## src/rtl/ahb_spi_master_fifo_if.sv

```systemverilog
// AHB-Lite slave-side bus bundle for the FIFO-based SPI master.
interface ahb_spi_master_fifo_if;
    logic        HSEL;
    logic        HREADY;
    logic [31:0] HADDR;
    logic        HWRITE;
    logic [2:0]  HSIZE;
    logic [1:0]  HTRANS;
    logic [31:0] HWDATA;
    logic [31:0] HRDATA;
    logic        HREADYOUT;

    modport master (
        output HSEL, HREADY, HADDR, HWRITE, HSIZE, HTRANS, HWDATA,
        input  HRDATA, HREADYOUT
    );

    modport slave (
        input  HSEL, HREADY, HADDR, HWRITE, HSIZE, HTRANS, HWDATA,
        output HRDATA, HREADYOUT
    );
endinterface

```

## src/rtl/ahb_spi_master_fifo.sv

```systemverilog
// AHB-Lite SPI master with TX/RX byte FIFOs, programmable clock divider,
// all four CPOL/CPHA modes, selectable bit order and software-driven slave selects.
module ahb_spi_master_fifo #(
    parameter int unsigned NUM_SS   = 32,
    parameter int unsigned TX_DEPTH = 8,
    parameter int unsigned RX_DEPTH = 8,
    parameter int unsigned DIV_W    = 8
) (
    input  logic                 HCLK,
    input  logic                 HRESET,
    ahb_spi_master_fifo_if.slave bus,
    input  logic                 SPI_MISO_i,
    output logic                 SPI_MOSI_o,
    output logic [NUM_SS-1:0]    SPI_SS_o,
    output logic                 SPI_CLK_o
);
    localparam int unsigned TAW = $clog2(TX_DEPTH);
    localparam int unsigned RAW = $clog2(RX_DEPTH);

    localparam logic [1:0] StIdle  = 2'd0;
    localparam logic [1:0] StLoad  = 2'd1;
    localparam logic [1:0] StShift = 2'd2;
    localparam logic [1:0] StDone  = 2'd3;

    localparam logic [2:0] AddrCtrl   = 3'd0;
    localparam logic [2:0] AddrStatus = 3'd1;
    localparam logic [2:0] AddrSs     = 3'd2;
    localparam logic [2:0] AddrDiv    = 3'd3;
    localparam logic [2:0] AddrTx     = 3'd4;
    localparam logic [2:0] AddrRx     = 3'd5;

    logic              dp_valid_q, dp_write_q;
    logic [2:0]        dp_addr_q;
    logic              wr_en, rd_en, sts_wr;
    logic [3:0]        ctrl_q;
    logic [NUM_SS-1:0] ss_q;
    logic [DIV_W-1:0]  div_q;
    logic              tx_ovf_q, rx_ovf_q, tx_ovf_set, rx_ovf_set;

    logic [7:0]   tx_mem_q [TX_DEPTH];
    logic [TAW-1:0] tx_wptr_q, tx_rptr_q;
    logic [TAW:0] tx_cnt_q;
    logic         tx_wr_req, tx_push, tx_pop, tx_empty, tx_full;

    logic [7:0]   rx_mem_q [RX_DEPTH];
    logic [RAW-1:0] rx_wptr_q, rx_rptr_q;
    logic [RAW:0] rx_cnt_q;
    logic         rx_push, rx_pop, rx_empty, rx_full;

    logic [1:0]       state_q;
    logic [DIV_W-1:0] div_cnt_q, div_l_q;
    logic [3:0]       half_q;
    logic [7:0]       txb_q, rxb_q;
    logic             cpol_l_q, cpha_l_q, lsbf_l_q, sclk_q, mosi_q;
    logic             half_end, leading, busy;
    logic [2:0]       bit_idx;

    logic [31:0] rdata, ss_rd, div_rd;
    logic        unused_bus;

    assign wr_en  = dp_valid_q & dp_write_q;
    assign rd_en  = dp_valid_q & ~dp_write_q;
    assign sts_wr = wr_en && (dp_addr_q == AddrStatus);

    assign tx_empty = (tx_cnt_q == '0);
    assign tx_full  = (tx_cnt_q == (TAW + 1)'(TX_DEPTH));
    assign rx_empty = (rx_cnt_q == '0);
    assign rx_full  = (rx_cnt_q == (RAW + 1)'(RX_DEPTH));

    // A push into a full TX FIFO is still accepted when the engine pops in the same cycle.
    assign tx_pop     = (state_q == StLoad);
    assign tx_wr_req  = wr_en && (dp_addr_q == AddrTx);
    assign tx_push    = tx_wr_req && (!tx_full || tx_pop);
    assign tx_ovf_set = tx_wr_req && tx_full && !tx_pop;

    assign rx_pop     = rd_en && (dp_addr_q == AddrRx) && !rx_empty;
    assign rx_push    = (state_q == StDone) && (!rx_full || rx_pop);
    assign rx_ovf_set = (state_q == StDone) && rx_full && !rx_pop;

    assign busy     = (state_q != StIdle);
    assign half_end = (state_q == StShift) && (div_cnt_q == div_l_q);
    assign leading  = ~half_q[0];
    assign bit_idx  = half_q[3:1];

    function automatic logic pick_bit(input logic [7:0] b, input logic [2:0] i,
                                      input logic lsbf);
        return lsbf ? b[i] : b[3'd7 - i];
    endfunction

    always_ff @(posedge HCLK) begin
        if (HRESET) begin
            dp_valid_q <= 1'b0;
            dp_write_q <= 1'b0;
            dp_addr_q  <= 3'd0;
            ctrl_q     <= 4'd0;
            ss_q       <= '1;
            div_q      <= '0;
            tx_ovf_q   <= 1'b0;
            rx_ovf_q   <= 1'b0;
        end else begin
            dp_valid_q <= bus.HSEL & bus.HREADY & bus.HTRANS[1];
            dp_write_q <= bus.HWRITE;
            dp_addr_q  <= bus.HADDR[4:2];
            if (wr_en) begin
                case (dp_addr_q)
                    AddrCtrl: ctrl_q <= bus.HWDATA[3:0];
                    AddrSs:   ss_q   <= bus.HWDATA[NUM_SS-1:0];
                    AddrDiv:  div_q  <= bus.HWDATA[DIV_W-1:0];
                    default: ;
                endcase
            end
            // A new overflow in the same cycle as a clear wins.
            tx_ovf_q <= (tx_ovf_q & ~(sts_wr & bus.HWDATA[5])) | tx_ovf_set;
            rx_ovf_q <= (rx_ovf_q & ~(sts_wr & bus.HWDATA[6])) | rx_ovf_set;
        end
    end

    always_ff @(posedge HCLK) begin
        if (tx_push) tx_mem_q[tx_wptr_q] <= bus.HWDATA[7:0];
        if (rx_push) rx_mem_q[rx_wptr_q] <= rxb_q;
    end

    always_ff @(posedge HCLK) begin
        if (HRESET) begin
            tx_wptr_q <= '0;
            tx_rptr_q <= '0;
            tx_cnt_q  <= '0;
            rx_wptr_q <= '0;
            rx_rptr_q <= '0;
            rx_cnt_q  <= '0;
        end else begin
            if (tx_push) tx_wptr_q <= tx_wptr_q + TAW'(1);
            if (tx_pop)  tx_rptr_q <= tx_rptr_q + TAW'(1);
            if (tx_push && !tx_pop)      tx_cnt_q <= tx_cnt_q + (TAW + 1)'(1);
            else if (!tx_push && tx_pop) tx_cnt_q <= tx_cnt_q - (TAW + 1)'(1);
            if (rx_push) rx_wptr_q <= rx_wptr_q + RAW'(1);
            if (rx_pop)  rx_rptr_q <= rx_rptr_q + RAW'(1);
            if (rx_push && !rx_pop)      rx_cnt_q <= rx_cnt_q + (RAW + 1)'(1);
            else if (!rx_push && rx_pop) rx_cnt_q <= rx_cnt_q - (RAW + 1)'(1);
        end
    end

    always_ff @(posedge HCLK) begin
        if (HRESET) begin
            state_q   <= StIdle;
            div_cnt_q <= '0;
            div_l_q   <= '0;
            half_q    <= 4'd0;
            txb_q     <= 8'd0;
            rxb_q     <= 8'd0;
            cpol_l_q  <= 1'b0;
            cpha_l_q  <= 1'b0;
            lsbf_l_q  <= 1'b0;
            sclk_q    <= 1'b0;
            mosi_q    <= 1'b0;
        end else begin
            case (state_q)
                StIdle: begin
                    sclk_q <= ctrl_q[1];
                    if (ctrl_q[0] && !tx_empty) state_q <= StLoad;
                end
                StLoad: begin
                    txb_q     <= tx_mem_q[tx_rptr_q];
                    rxb_q     <= 8'd0;
                    cpol_l_q  <= ctrl_q[1];
                    cpha_l_q  <= ctrl_q[2];
                    lsbf_l_q  <= ctrl_q[3];
                    div_l_q   <= div_q;
                    sclk_q    <= ctrl_q[1];
                    div_cnt_q <= '0;
                    half_q    <= 4'd0;
                    // CPHA=0 needs the first bit on MOSI before the first leading edge.
                    if (!ctrl_q[2]) mosi_q <= pick_bit(tx_mem_q[tx_rptr_q], 3'd0, ctrl_q[3]);
                    state_q   <= StShift;
                end
                StShift: begin
                    if (half_end) begin
                        div_cnt_q <= '0;
                        sclk_q    <= ~sclk_q;
                        half_q    <= half_q + 4'd1;
                        if (leading == cpha_l_q) begin
                            mosi_q <= pick_bit(txb_q, cpha_l_q ? bit_idx : bit_idx + 3'd1,
                                               lsbf_l_q);
                        end else begin
                            rxb_q[lsbf_l_q ? bit_idx : 3'd7 - bit_idx] <= SPI_MISO_i;
                        end
                        if (half_q == 4'd15) state_q <= StDone;
                    end else begin
                        div_cnt_q <= div_cnt_q + DIV_W'(1);
                    end
                end
                default: begin
                    state_q <= (ctrl_q[0] && !tx_empty) ? StLoad : StIdle;
                end
            endcase
        end
    end

    always_comb begin
        ss_rd  = '0;
        div_rd = '0;
        ss_rd[NUM_SS-1:0] = ss_q;
        div_rd[DIV_W-1:0] = div_q;
        rdata = '0;
        if (rd_en) begin
            case (dp_addr_q)
                AddrCtrl:   rdata[3:0] = ctrl_q;
                AddrStatus: rdata[6:0] = {rx_ovf_q, tx_ovf_q, busy, rx_full, rx_empty,
                                          tx_full, tx_empty};
                AddrSs:     rdata = ss_rd;
                AddrDiv:    rdata = div_rd;
                AddrRx:     if (!rx_empty) rdata[7:0] = rx_mem_q[rx_rptr_q];
                default: ;
            endcase
        end
    end

    assign bus.HRDATA    = rdata;
    assign bus.HREADYOUT = 1'b1;
    assign SPI_CLK_o     = sclk_q;
    assign SPI_MOSI_o    = mosi_q;
    assign SPI_SS_o      = ss_q;

    assign unused_bus = ^{bus.HSIZE, bus.HTRANS[0], bus.HADDR[31:5], bus.HADDR[1:0],
                          bus.HWDATA};
endmodule

```

## src/flat_wrapper.sv

```systemverilog
// flat-port wrapper written by rule: the top's interface ports become plain ports
module ahb_spi_master_fifo_flat 
#(
    parameter int unsigned NUM_SS   = 32,
    parameter int unsigned TX_DEPTH = 8,
    parameter int unsigned RX_DEPTH = 8,
    parameter int unsigned DIV_W    = 8
)
  (HCLK, HRESET, SPI_MISO_i, SPI_MOSI_o, SPI_SS_o, SPI_CLK_o, bus_HSEL, bus_HREADY, bus_HADDR, bus_HWRITE, bus_HSIZE, bus_HTRANS, bus_HWDATA, bus_HRDATA, bus_HREADYOUT);
  ahb_spi_master_fifo_if bus_i ();
  input  logic HCLK;
  input  logic HRESET;
  input  logic SPI_MISO_i;
  output logic SPI_MOSI_o;
  output logic [NUM_SS-1:0] SPI_SS_o;
  output logic SPI_CLK_o;
  input wire logic [$bits(bus_i.HSEL)-1:0] bus_HSEL;
  input wire logic [$bits(bus_i.HREADY)-1:0] bus_HREADY;
  input wire logic [$bits(bus_i.HADDR)-1:0] bus_HADDR;
  input wire logic [$bits(bus_i.HWRITE)-1:0] bus_HWRITE;
  input wire logic [$bits(bus_i.HSIZE)-1:0] bus_HSIZE;
  input wire logic [$bits(bus_i.HTRANS)-1:0] bus_HTRANS;
  input wire logic [$bits(bus_i.HWDATA)-1:0] bus_HWDATA;
  output wire logic [$bits(bus_i.HRDATA)-1:0] bus_HRDATA;
  output wire logic [$bits(bus_i.HREADYOUT)-1:0] bus_HREADYOUT;
  assign bus_i.HSEL = bus_HSEL;
  assign bus_i.HREADY = bus_HREADY;
  assign bus_i.HADDR = bus_HADDR;
  assign bus_i.HWRITE = bus_HWRITE;
  assign bus_i.HSIZE = bus_HSIZE;
  assign bus_i.HTRANS = bus_HTRANS;
  assign bus_i.HWDATA = bus_HWDATA;
  assign bus_HRDATA = bus_i.HRDATA;
  assign bus_HREADYOUT = bus_i.HREADYOUT;
  ahb_spi_master_fifo #(.NUM_SS(NUM_SS), .TX_DEPTH(TX_DEPTH), .RX_DEPTH(RX_DEPTH), .DIV_W(DIV_W)) u_core (.HCLK(HCLK), .HRESET(HRESET), .bus(bus_i), .SPI_MISO_i(SPI_MISO_i), .SPI_MOSI_o(SPI_MOSI_o), .SPI_SS_o(SPI_SS_o), .SPI_CLK_o(SPI_CLK_o));
endmodule
```

## config.mk

```make
export PLATFORM = sky130hd
export DESIGN_NAME = ahb_spi_master_fifo_flat
export DESIGN_NICKNAME = d
export VERILOG_FILES = /design/src/rtl/ahb_spi_master_fifo_if.sv /design/src/rtl/ahb_spi_master_fifo.sv /design/src/flat_wrapper.sv
export SDC_FILE = /design/constraint.sdc
export NUM_CORES = 1
export LEC_CHECK = 0
export CAP_MARGIN = 20
export CORE_MARGIN = 2
export CORE_UTILIZATION = 55
export CTS_BUF_LIST = sky130_fd_sc_hd__clkbuf_2 sky130_fd_sc_hd__clkbuf_4 sky130_fd_sc_hd__clkbuf_8
export DETAILED_ROUTE_END_ITERATION = 8
export HOLD_SLACK_MARGIN = 0.15
export PLACE_DENSITY = 0.83
export SYNTH_ARGS = -nofsm -noshare
export SYNTH_HDL_FRONTEND = slang
export SYNTH_SLANG_ARGS = --single-unit
```

## constraint.sdc

```tcl
create_clock -name HCLK -period 6.8 [get_ports HCLK]
set_input_delay 2.04 -clock HCLK [delete_from_list [all_inputs] [get_ports HCLK]]
set_output_delay 2.04 -clock HCLK [all_outputs]
set_load 0.01 [all_outputs]
```

==> flow_metrics.tcl <==
set metrics [dict create \
    clock-root-buffer "clkbuf_8" \
    count_of_h_tree_levels_built_during_cts 2 \
    dr_total_vias 7278 \
    period_share_pct 75.6 \
    post-place-cells 1204 \
    power_density_mw_per_mm2 238 \
    ant_nets 0 \
    grt_pass1_vias 7089 \
    reg2reg_slack_ns 3.39 \
    cts_made_buffers 39 \
    timing.rr.end "u_core.rx_cnt_q[3]" \
    netlist-cell-type-count 69 \
    timing_hold_violations_final 0 \
    max_slew_margin_pct 38.3 \
    cts_sinks 247 \
    postSynth.asyncResetShare_pct 0 \
    min_delay_worst_endpoint "u_core.div_q[1]" \
    max_clock_freq_mhz 194 \
    timing.max_cap.violations 0 \
    antenna_cells 0 \
    cp_launch_type "flop" \
    die_y_um 145 \
    preCtsSetupSlack_ns 1.99 \
    p_leak_nw 4.22 \
    cp_data_arrival_time_ns 3.10 \
    min_path_cells 2 \
    final_weighted_congestion_of_routability_driven_global_placement 0.839 \
    yosys_warnings 0 \
    post_synth_edffs 128 \
    initial_core_util_pct 56.1 \
    floorplan.io_pins 142 \
    syn_nets 973 \
    drt_pre_antenna_iters 6 \
    horizontal_die_dimension_um 145 \
    synth.cell_area_sq_mm 0.0109 \
    critPathMaxFanout 22 \
    crit-reg2reg-launch "u_core.dp_addr_q[0]" \
    finalNonFillerCells 1278 \
    switching_share_pct 22.1 \
    die_area_sq_mm 0.0210 \
    placement_rows 51 \
    power.internal_mw 2.41 \
    drive_gt1_share_pct 14.3 \
    placeableCoreArea_sq_mm 0.0195 \
    clk_transition_reported_paths_ns 0.06 \
    clock_tree_from_tritoncts "yes" \
    via_per_inst 5.69 \
    worst_path_max_delay_cell "dfxtp_1" \
    final-setup-viol-count 0 \
    area_delta_synth_final_pct 18.9 \
    cts_setup_buffers 0 \
    grt_max_degree 65 \
    rr_worst_depth 12 \
    post-route-util_pct 66.7 \
    sequential_cell_fraction_of_total_power_pct 51.7 \
    syn-mean-instance-area_sq_um 12.4 \
    clockPowerShare_pct 42.1 \
    clk-insertion-delay-late_ns 0.54 \
    grt_antenna_before_repair 0 \
    global_route.usage.total_pct 22.4 \
    routed_wirelength_um 23100 \
    postLayoutSetupSlackWorst_ns 1.66 \
    dp_hpwl_um 15300 \
    final-max-slew-violation-count 0 \
    yosys_register_bits 247 \
    gr-total-overflow 0 \
    clock_path_buffers 3 \
    timing_worst_setup_path_type "flop to output port" \
    crit_path_max_incr_delay_ns 0.91 \
    layout.nets 1078 \
    most-common-layout-cells "edfxtp_1, dfxtp_1, clkdlybuf4s50_1" \
    port_buffers 107 \
    post_synth_inst_count 878 \
    routedWlPerCell_um 18.1 \
    finalCriticalPeriod_ns 5.14 \
    p_comb_share_pct 6.3 \
    rsz0062_at_grt "no" \
    critPathRequiredTime_ns 4.76 \
    worst_pin_slew_ns 0.924 \
    post_route_setup_tns_ns 0 \
    p_switching_uw 684 \
    synth_seq_area_share_pct 57.0 \
    first_pass_grt_wire_length_um 36600 \
    synth_flop_cell "edfxtp_1" \
    vdd.ir_drop.worst_uv 162 \
    crit_path_cell_trace "nand2b_2 > or3_1 > o22a_1 > nor2_1 > clkdlybuf4s50_1" \
    timing.critical_path.to_type "output port" \
    status "finished clean" \
    final.setup_skew_ns 0.0285 \
    mostFrequentLayoutCell "edfxtp_1" \
    origin_of_the_worst_min_delay_path "u_core.div_q[1]" \
    detail_route.iter0.violations 621 \
    cts.hold.buffers_added 0 \
    remaining_drc_errors 0 \
    min-delay-path-class "flop to flop" \
    postCtsResizedCells 0 \
]
[cells in the mapped netlist (8+ instances only)]
cell type	instances	share of area, %
a211oi_1	8	0.55
buf_6	8	0.83
xor2_1	12	0.96
buf_2	16	0.73
mux4_2	36	7.4
o31ai_1	10	0.69
nand3_1	17	0.78
xnor2_1	22	1.8
edfxtp_1	128	35
nor2b_1	41	2.3
a21oi_1	33	1.5
o21ai_0	13	0.60
dfxtp_1	119	22
and2_1	29	1.7
a211o_1	35	2.8
clkbuf_1	27	0.93
nand4_1	9	0.52
nor3_1	22	1.0
inv_1	13	0.45
mux2i_1	41	3.8
nand2_1	45	1.5
nor2_1	76	2.6
ha_1	18	2.1
[sequential cells by signal, summed over array words and instances (netlist names), 2 cells and up, named ones only]
register / flops
u_core.tx_rptr_q: 3
u_core.div_q: 8
u_core.div_cnt_q: 8
u_core.state_q: 2
u_core.rx_cnt_q: 4
u_core.rxb_q: 8
u_core.tx_cnt_q: 4
u_core.half_q: 4
u_core.ctrl_q: 4
u_core.dp_addr_q: 3
u_core.rx_mem_q: 64
u_core.SPI_SS_o: 32
u_core.tx_wptr_q: 3
u_core.div_l_q: 8
u_core.tx_mem_q: 64
u_core.txb_q: 8
u_core.rx_wptr_q: 3
u_core.rx_rptr_q: 3
[critical path: cells and delay by family, from the launching register on]
family	cells	cell delay (ns)
compound gates	1	0.26
buf+inv	1	0.55
flops	1	0.91
simple gates	3	0.87
[layout make-up]
cell class | instances | area [sq um]
fill | 1358 | 6480
sequential | 247 | 6230
multi-input combinational | 554 | 4320
timing repair buffer | 125 | 1220
clock buffer | 63 | 748
tap | 265 | 332
clock inverter | 8 | 71.3
inverter | 16 | 62.6
[power groups by stage]
| stage | clock (mW) | combinational (mW) | sequential (mW) |
|---|---|---|---|
| floorplan | 0 | 0.137 | 1.62 |
| detailed placement | 0 | 0.193 | 1.63 |
| CTS | 1.32 | 0.194 | 1.60 |
| global route | 1.38 | 0.212 | 1.60 |
| global placement | 0 | 0.188 | 1.63 |
| finish | 1.30 | 0.193 | 1.60 |
[per-layer routing]
layer  share of wire (%)  global-route usage (%)  up-vias
met4                 2.4                    7.61        0
met2                  49                    36.5      282
met1                  42                    29.8     3507
li1                    -                       -     3447
met3                 7.2                    4.94       42
met5                   0                       0        -
[per-stage QoR]
stage	total power, mW	area (sq um)	hold WS [ns]
after global routing	3.19	13000	0.494
after detailed placement	1.82	12100	0.466
after CTS	3.11	12900	0.479
after floorplan	1.76	10900	0.446
final	3.09	13000	0.477
after global placement	1.82	12100	0.454
[worst max path at each step]
stage	start	end	slack, ns	cells past startpoint
finish	u_core.dp_addr_q[0]	bus_HRDATA[7]	1.66	5
global route	u_core.dp_addr_q[0]	bus_HRDATA[7]	1.45	5
CTS	flop	bus_HRDATA[1]	1.39	6
detailed placement	flop	bus_HRDATA[1]	1.99	6
global placement	flop	bus_HRDATA[0]	2.00	6
floorplan	flop	bus_HRDATA[6]	3.13	6
[cells by family (layout without fill, tap and decap cells)]
kind of cell	Yosys count	count (layout)	synth area share [%]
xor gates and xnor gates	34	34	2.73
buffers and inverters	77	212	3.52
and+or+nand+nor	287	287	14.0
muxes	82	82	11.7
other	1	1	0.0343
adders and majority gates	20	20	2.43
AOI/OAI and AO/OA	130	130	8.54
DFF	247	247	57.0
Power figures use the tool's default switching activity.
